`src/rtl/axis_match_tx.sv`:
```
// axis_match_tx: packs free-running source words into fixed-length AXI4-Stream packets; define AXIS_TX_HEADER_EN to prefix each packet with a header beat
module axis_match_tx #(
  parameter int PKT_LEN    = 640,
  parameter int FIFO_DEPTH = 16
) (
  input  logic        m_axis_aclk,
  input  logic        m_axis_areset,
  input  logic        enable,
  input  logic        in_valid,
  input  logic        in_sof,
  input  logic [31:0] in_data,
  output logic [31:0] m_axis_tdata,
  output logic [3:0]  m_axis_tkeep,
  output logic        m_axis_tlast,
  output logic        m_axis_tvalid,
  input  logic        m_axis_tready,
  output logic        overflow,
  output logic [15:0] pkt_count,
  output logic [1:0]  state_reg
);
  localparam int AW = $clog2(FIFO_DEPTH);
  localparam int CW = $clog2(PKT_LEN + 1);
  typedef enum logic [1:0] {IDLE = 2'd0, WAIT_SOF = 2'd1, RUN = 2'd2, FLUSH = 2'd3} state_t;
  state_t        state;
  logic [CW-1:0] cnt;
  logic [33:0]   mem [FIFO_DEPTH];
  logic [AW-1:0] wr_ptr, rd_ptr;
  logic [AW:0]   count;
  logic          full, empty, last_slot, accept, wr_en, rd_en, take, hs_last, load;
  logic [33:0]   wr_data;
  assign full      = count == (AW+1)'(FIFO_DEPTH);
  assign empty     = count == '0;
  assign last_slot = cnt == CW'(PKT_LEN - 1);
  assign accept    = in_valid && (state == RUN || (state == WAIT_SOF && enable && in_sof));
  assign wr_en     = !full && (accept || state == FLUSH);
  assign wr_data   = state == FLUSH ? {2'b01, 32'h0} : {state == WAIT_SOF, state == RUN && last_slot, in_data};
  assign take      = !m_axis_tvalid || m_axis_tready;
  assign hs_last   = m_axis_tvalid && m_axis_tready && m_axis_tlast;
  assign load      = take && !empty;
`ifdef AXIS_TX_HEADER_EN
  logic hdr_sent, hdr_due;
  assign hdr_due = mem[rd_ptr][33] && !hdr_sent;
  assign rd_en   = load && !hdr_due;
`else
  assign rd_en   = load;
`endif
  assign m_axis_tkeep = m_axis_tvalid ? 4'hF : 4'h0;
  assign state_reg    = state;
  // packet framing: counts input slots, drops on full FIFO, closes lost packets with a filler
  always_ff @(posedge m_axis_aclk)
    if (m_axis_areset) begin
      state    <= IDLE;
      cnt      <= '0;
      overflow <= 1'b0;
    end else begin
      if (accept && full) overflow <= 1'b1;
      case (state)
        IDLE:     if (enable) state <= WAIT_SOF;
        WAIT_SOF: if (!enable) state <= IDLE;
                  else if (in_valid && in_sof) begin
                    cnt   <= CW'(1);
                    state <= RUN;
                  end
        RUN:      if (in_valid) begin
                    cnt <= last_slot ? '0 : cnt + CW'(1);
                    if (last_slot) state <= full ? FLUSH : WAIT_SOF;
                  end
        FLUSH:    if (!full) state <= WAIT_SOF;
      endcase
    end
  // FIFO storage; contents need no reset since count gates every read
  always_ff @(posedge m_axis_aclk)
    if (wr_en) mem[wr_ptr] <= wr_data;
  // FIFO pointers and occupancy
  always_ff @(posedge m_axis_aclk)
    if (m_axis_areset) begin
      wr_ptr <= '0;
      rd_ptr <= '0;
      count  <= '0;
    end else begin
      if (wr_en) wr_ptr <= wr_ptr + AW'(1);
      if (rd_en) rd_ptr <= rd_ptr + AW'(1);
      count <= count + (AW+1)'(wr_en) - (AW+1)'(rd_en);
    end
  // AXI output register, held stable until the handshake
  always_ff @(posedge m_axis_aclk)
    if (m_axis_areset) begin
      m_axis_tvalid <= 1'b0;
      m_axis_tdata  <= '0;
      m_axis_tlast  <= 1'b0;
      pkt_count     <= '0;
`ifdef AXIS_TX_HEADER_EN
      hdr_sent      <= 1'b0;
`endif
    end else begin
      if (hs_last) pkt_count <= pkt_count + 16'd1;
      if (take) begin
        m_axis_tvalid <= !empty;
`ifdef AXIS_TX_HEADER_EN
        if (load) m_axis_tdata <= hdr_due ? {16'hA5A5, pkt_count + 16'(hs_last)} : mem[rd_ptr][31:0];
        if (load) hdr_sent <= hdr_due;
        m_axis_tlast  <= load && !hdr_due && mem[rd_ptr][32];
`else
        if (load) m_axis_tdata <= mem[rd_ptr][31:0];
        m_axis_tlast  <= load && mem[rd_ptr][32];
`endif
      end
    end
endmodule

```
`config.mk`:
```
export PLATFORM = sky130hd
export DESIGN_NAME = axis_match_tx
export DESIGN_NICKNAME = d
export VERILOG_FILES = /design/src/rtl/axis_match_tx.sv
export SDC_FILE = /design/constraint.sdc
export NUM_CORES = 1
export LEC_CHECK = 0
export ABC_CLOCK_PERIOD_IN_PS = 10500
export CORE_ASPECT_RATIO = 1.4
export CORE_UTILIZATION = 50
export DETAILED_ROUTE_END_ITERATION = 12
export PLACE_DENSITY = 0.79
export RECOVER_POWER = 50
export SYNTH_ARGS = -nofsm -noshare
export SYNTH_HDL_FRONTEND = slang
export SYNTH_SLANG_ARGS = --single-unit
```
`constraint.sdc`:
```
create_clock -name m_axis_aclk -period 10.5 [get_ports m_axis_aclk]
set_clock_uncertainty 0.1 [all_clocks]
set_input_delay 2.1 -clock m_axis_aclk [delete_from_list [all_inputs] [get_ports m_axis_aclk]]
set_output_delay 2.1 -clock m_axis_aclk [all_outputs]
set_load 0.02 [all_outputs]
```
After elaboration in Yosys (flattened, before gate mapping):

Memories as Yosys holds them, arrays and structs flattened. A register that Yosys moved wholly into a read port is not among the register bits.
Cells that the tools add are included.
W data, S select, Z words.

* bits in registers: 76
* bits in writable memories: 544
* input bits: 38
* output and inout bits: 57
* memories: 1

Memory list
* mem: depth 16, bits a word 34, read ports 1, clocked after Yosys merged registers in 1, wr ports 1, line 26 `logic [33:0] mem [FIFO_DEPTH];`

* add/subtract/negate cells: 6
* equality and inequality tests: 12
* mux-type cells: 19
* reductions and logical operators: 23

Operators with widths (number)
* $mux W10: 4
* $mux W34: 1
* $pmux W10 S2: 1
* $add A16 B1 Y16 const B: 1
* $mux W2: 7
* $mux W4: 3
* $logic_and A1 B1 Y1: 11
* $add A10 B1 Y10 const B: 1
* $eq A10 B10 Y1 const B: 1
* $ne A2 B2 Y1 const B: 5
* $add A4 B1 Y4 const B: 2
* $pmux W2 S4: 1
* $add A5 B1 Y5: 1
* $eq A5 B5 Y1 const B: 1
* $logic_not A5 Y1: 1
* $reduce_and A5 Y1: 1
* $sub A5 B1 Y5: 1
* $eq A2 B2 Y1 const B: 2
* $reduce_and A4 Y1: 1
* $logic_not A1 Y1: 3
* $logic_or A1 B1 Y1: 3
* $ne A3 B2 Y1 const B: 1
* $eq A2 B1 Y1 const B: 1
* $logic_not A2 Y1: 1
* 4 further kinds: 5

Logic depth before layout (Yosys ltp):

* depth after elaboration: 9
* depth in mapped cells: 16

Worst setup path after synthesis:

No wires, ideal clock.

* path type: input-to-reg
* start point: in enable
* end point: reg count[4]
* setup time: 70 ps
* arrival: 4600 ps
* setup slack: 5729 ps
* stages on the path: 14
* path buffers: 2
* cell sequence: clkbuf_2 -> a31o_2 -> a21oi_1 -> nor2_1 -> clkbuf_1 -> inv_1 -> ha_1 -> inv_1 -> ha_1 -> fa_1 -> a21oi_1 -> nor2_1 -> or3_1 -> a21oi_1

* word-level cells in the longest chain between the ends: 8

Ends and longest elaborated chain
* from (decl): line 8 `input logic enable,`
* $logic_and A1 B1 Y1 (2 in a row): line 34 `assign accept = in_valid && (state == RUN || (state == WAIT_SOF && enable && in_sof));`
* $logic_or A1 B1 Y1: line 34
* $logic_and A1 B1 Y1: line 34
* $logic_or A1 B1 Y1: line 35 `assign wr_en = !full && (accept || state == FLUSH);`
* $logic_and A1 B1 Y1: line 35
* $add A5 B1 Y5: line 83 `count <= count + (AW+1)'(wr_en) - (AW+1)'(rd_en);`
* $sub A5 B1 Y5: line 83
* to (signal assigned): line 83
* to (decl): line 28 `logic [AW:0] count;`

Every way passes these cells.
A chain may end at the register's enable or synchronous reset.

Final worst setup path:

Same ends and word-level chain as after synthesis.

==> qor.csv <==
metric;value;unit
status;finished, violations left;
violations;max-capacitance violations, max-slew violations;
cp_cell_sequence;clkdlybuf4s50_1 > a31o_2 > a21oi_1 > nor2_1 > inv_1 > ha_1 > inv_1 > ha_1 > fa_1 > a21oi_1 > nor2_1 > or3_1 > a21oi_1;
synthDistinctLibCells;59;
grt_pass1_vias;12300;
synth_area_leader_cell;edfxtp_1;
crit_end;count[4];
synth-async-reset-ratio;0;%
cts_htree_levels;2;
finalCritPeriodShare;49.8;%
grt_max_degree;102;
slew_headroom;-167;%
vias;11800;
antenna_found_initial;0;
regArea;17500;µm²
r2r-start;state_reg[1];
synthAdderAreaFrac;0.981;%
synthSimpleGateAreaFrac;3.91;%
grt_use_total;20.4;%
drt_first_pass_iters;5;
timing.critical_path.buf_inv;3;
cts_tree;yes;
final.setup.tns;0;ns
hp-class;reg2reg;
synthCells;1222;
wl_met3;2540;µm
gp_congestion;0.783;
crit_family;simple AND/OR/NAND/NOR gates;
synth-edff-count;528;
grt_pass1_wl;72900;µm
period_minus_slack;5.23;ns
syn_area;23700;µm²
ys_top_cells_by_count;528 x edfxtp_1, 132 x mux4_2, 80 x dfxtp_1, 57 x o22ai_1, 38 x nor2b_1;
p_leak;8.38;nW
core_area;46900;µm²
rows;94;
regToRegEndpoint;count[4];
root_buffer;clkbuf_16;
r2r_cells;13;
die_area;48300;µm²
crit_top_cell;a21oi_1;
min-delay-start;overflow;
yosys_most_used_dff;edfxtp_1;
wl_per_cell;24.6;µm
vias_per_cell;6.00;
clk_pin_slew_worst_paths;0.07;ns
setup_viol_count_final;0;
rsz0062_at_grt;no;
ff2ff_setup_slack;6.47;ns
synth-xor-area-share;0.702;%
ant_nets;0;
drc_errors;0;
start_kind;input pin;
synth_area_leaders;edfxtp_1 67%, mux4_2 13%, dfxtp_1 6.8%;
synth.top_cell.area_share;66.8;%
holdBufCountCts;0;
cp_slowest_stage_delay;0.76;ns
diodes;0;
ioPinCount;95;
drt_iter0_drc;1156;
syn_nets;1278;
worstSetupPathDepth;13;
hpwlAfterDp;25900;µm
die_y;260;µm
wl_met1;18600;µm
cts_buffer_depth;3;
die_w;186;µm
cp.required;10.85;ns
cap_violations;1;
critPathArrivalTime;5.59;ns
top_layer;met4;
post-synth-top-count-cell;edfxtp_1;
syn_to_final_growth;13.2;%
clock_latency;0.59;ns
ys_warn_count;0;
slowest_stage;nor2_1;
max_freq;191;MHz
muxShareOfSynthArea;14.2;%
slew_viol_final;76;
wl_met2;26000;µm
hold_viol;0;
power-per-cell-area;216;nW/µm²
largest_register_ffs;528;
final_nets;1357;
worst-path-max-fanout;18;
nFillCells;3305;
synth_top_family_by_area;multiplexers;
multi_input_area;5790;µm²
crit_start;enable;
largest_registers;mem: 528 flops, m_axis_tdata: 32 flops, pkt_count: 16 flops;
start_util;50.5;%
tightest_slew;4.01;ns
postCtsSetupRepairBufs;0;
utilization;57.2;%
cts_buffers;52;
ys_seq_area_share;73.6;%
clock_sinks;608;
cp-end-kind;flop;
wl;48400;µm
final_layout_size_suffix_gt1_share;21.6;%
portBuffers;94;
regMostFlops;mem;
synth_seq_cells;608;
cts_resized;0;
peakVddDrop;0.123;mV
crit_type;in2reg;
synth-compound-area-share;4.48;%
syn_avg_cell_area;19.4;µm²
grt_remaining_overflow;0;
## area by class of cell
| cell class | count | share of cell area, % |
|---|---|---|
| Timing Repair Buffer | 102 | 3.74 |
| Clock buffer | 73 | 5.41 |
| Inverter | 13 | 0.182 |
| Sequential cell | 608 | 65.0 |
| Multi-Input combinational cell | 524 | 21.6 |
| Clock inverter | 25 | 1.14 |
| Tap cell | 624 | 2.91 |
## worst min path at each step
stage / slack (ns) / depth (start not counted) / end
after floorplan: 0.36 / 2 / cnt[9]
final: 0.37 / 2 / overflow
after CTS: 0.40 / 2 / overflow
after detailed placement: 0.38 / 2 / overflow
after global routing: 0.41 / 2 / overflow
after global placement: 0.36 / 2 / overflow
## where the power goes
group          internal (W)  leakage, nW  switching [W]
Combinational      0.000443         2.11       0.000574
Clock               0.00112        0.855       0.000851
Sequential          0.00272         5.42      0.0000920
## through the flow
stage | setup WS [ns] | cell area, µm² | total power [W] | std cells | hold slack (ns)
detailed placement | 4.84 | 25100 | 0.00390 | 1871 | 0.381
CTS | 5.40 | 26900 | 0.00586 | 1969 | 0.397
floorplan | 5.73 | 23700 | 0.00355 | 1222 | 0.362
global route | 5.04 | 26900 | 0.00599 | 1969 | 0.411
finish | 5.27 | 26900 | 0.00580 | 1969 | 0.374
global placement | 5.00 | 25100 | 0.00387 | 1871 | 0.362
## logic make-up after synthesis
family | Yosys count
simple gates | 165
mux | 168
compound gates | 154
xor+xnor | 19
flops | 608
buf+inv | 90
fa+ha+maj | 18
## layout by cell type, fill, tap and decap left out, drive strengths merged, types with 19 or more instances in the layout
cell / n
a211oi: 34
a21oi: 20
and3: 26
clkbuf: 74
clkdlybuf4s50: 36
dfxtp: 80
dlygate4sd3: 57
edfxtp: 528
mux2: 33
mux4: 132
nand3: 19
nor2: 35
nor2b: 38
o22ai: 64
## tightest hold or removal path: stages, from the launching register on
cell	delay, ns
dfxtp_1	0.33
a31oi_1	0.04
nor2_1	0.07
## per-layer routing
layer  track usage, %  vias up
li1                 -     5160
met1             25.6     6118
met2             36.1      443
met3             2.77       84
met4             6.83        0
met5                0        -
No activity file was read; power rests on OpenSTA's default activity.
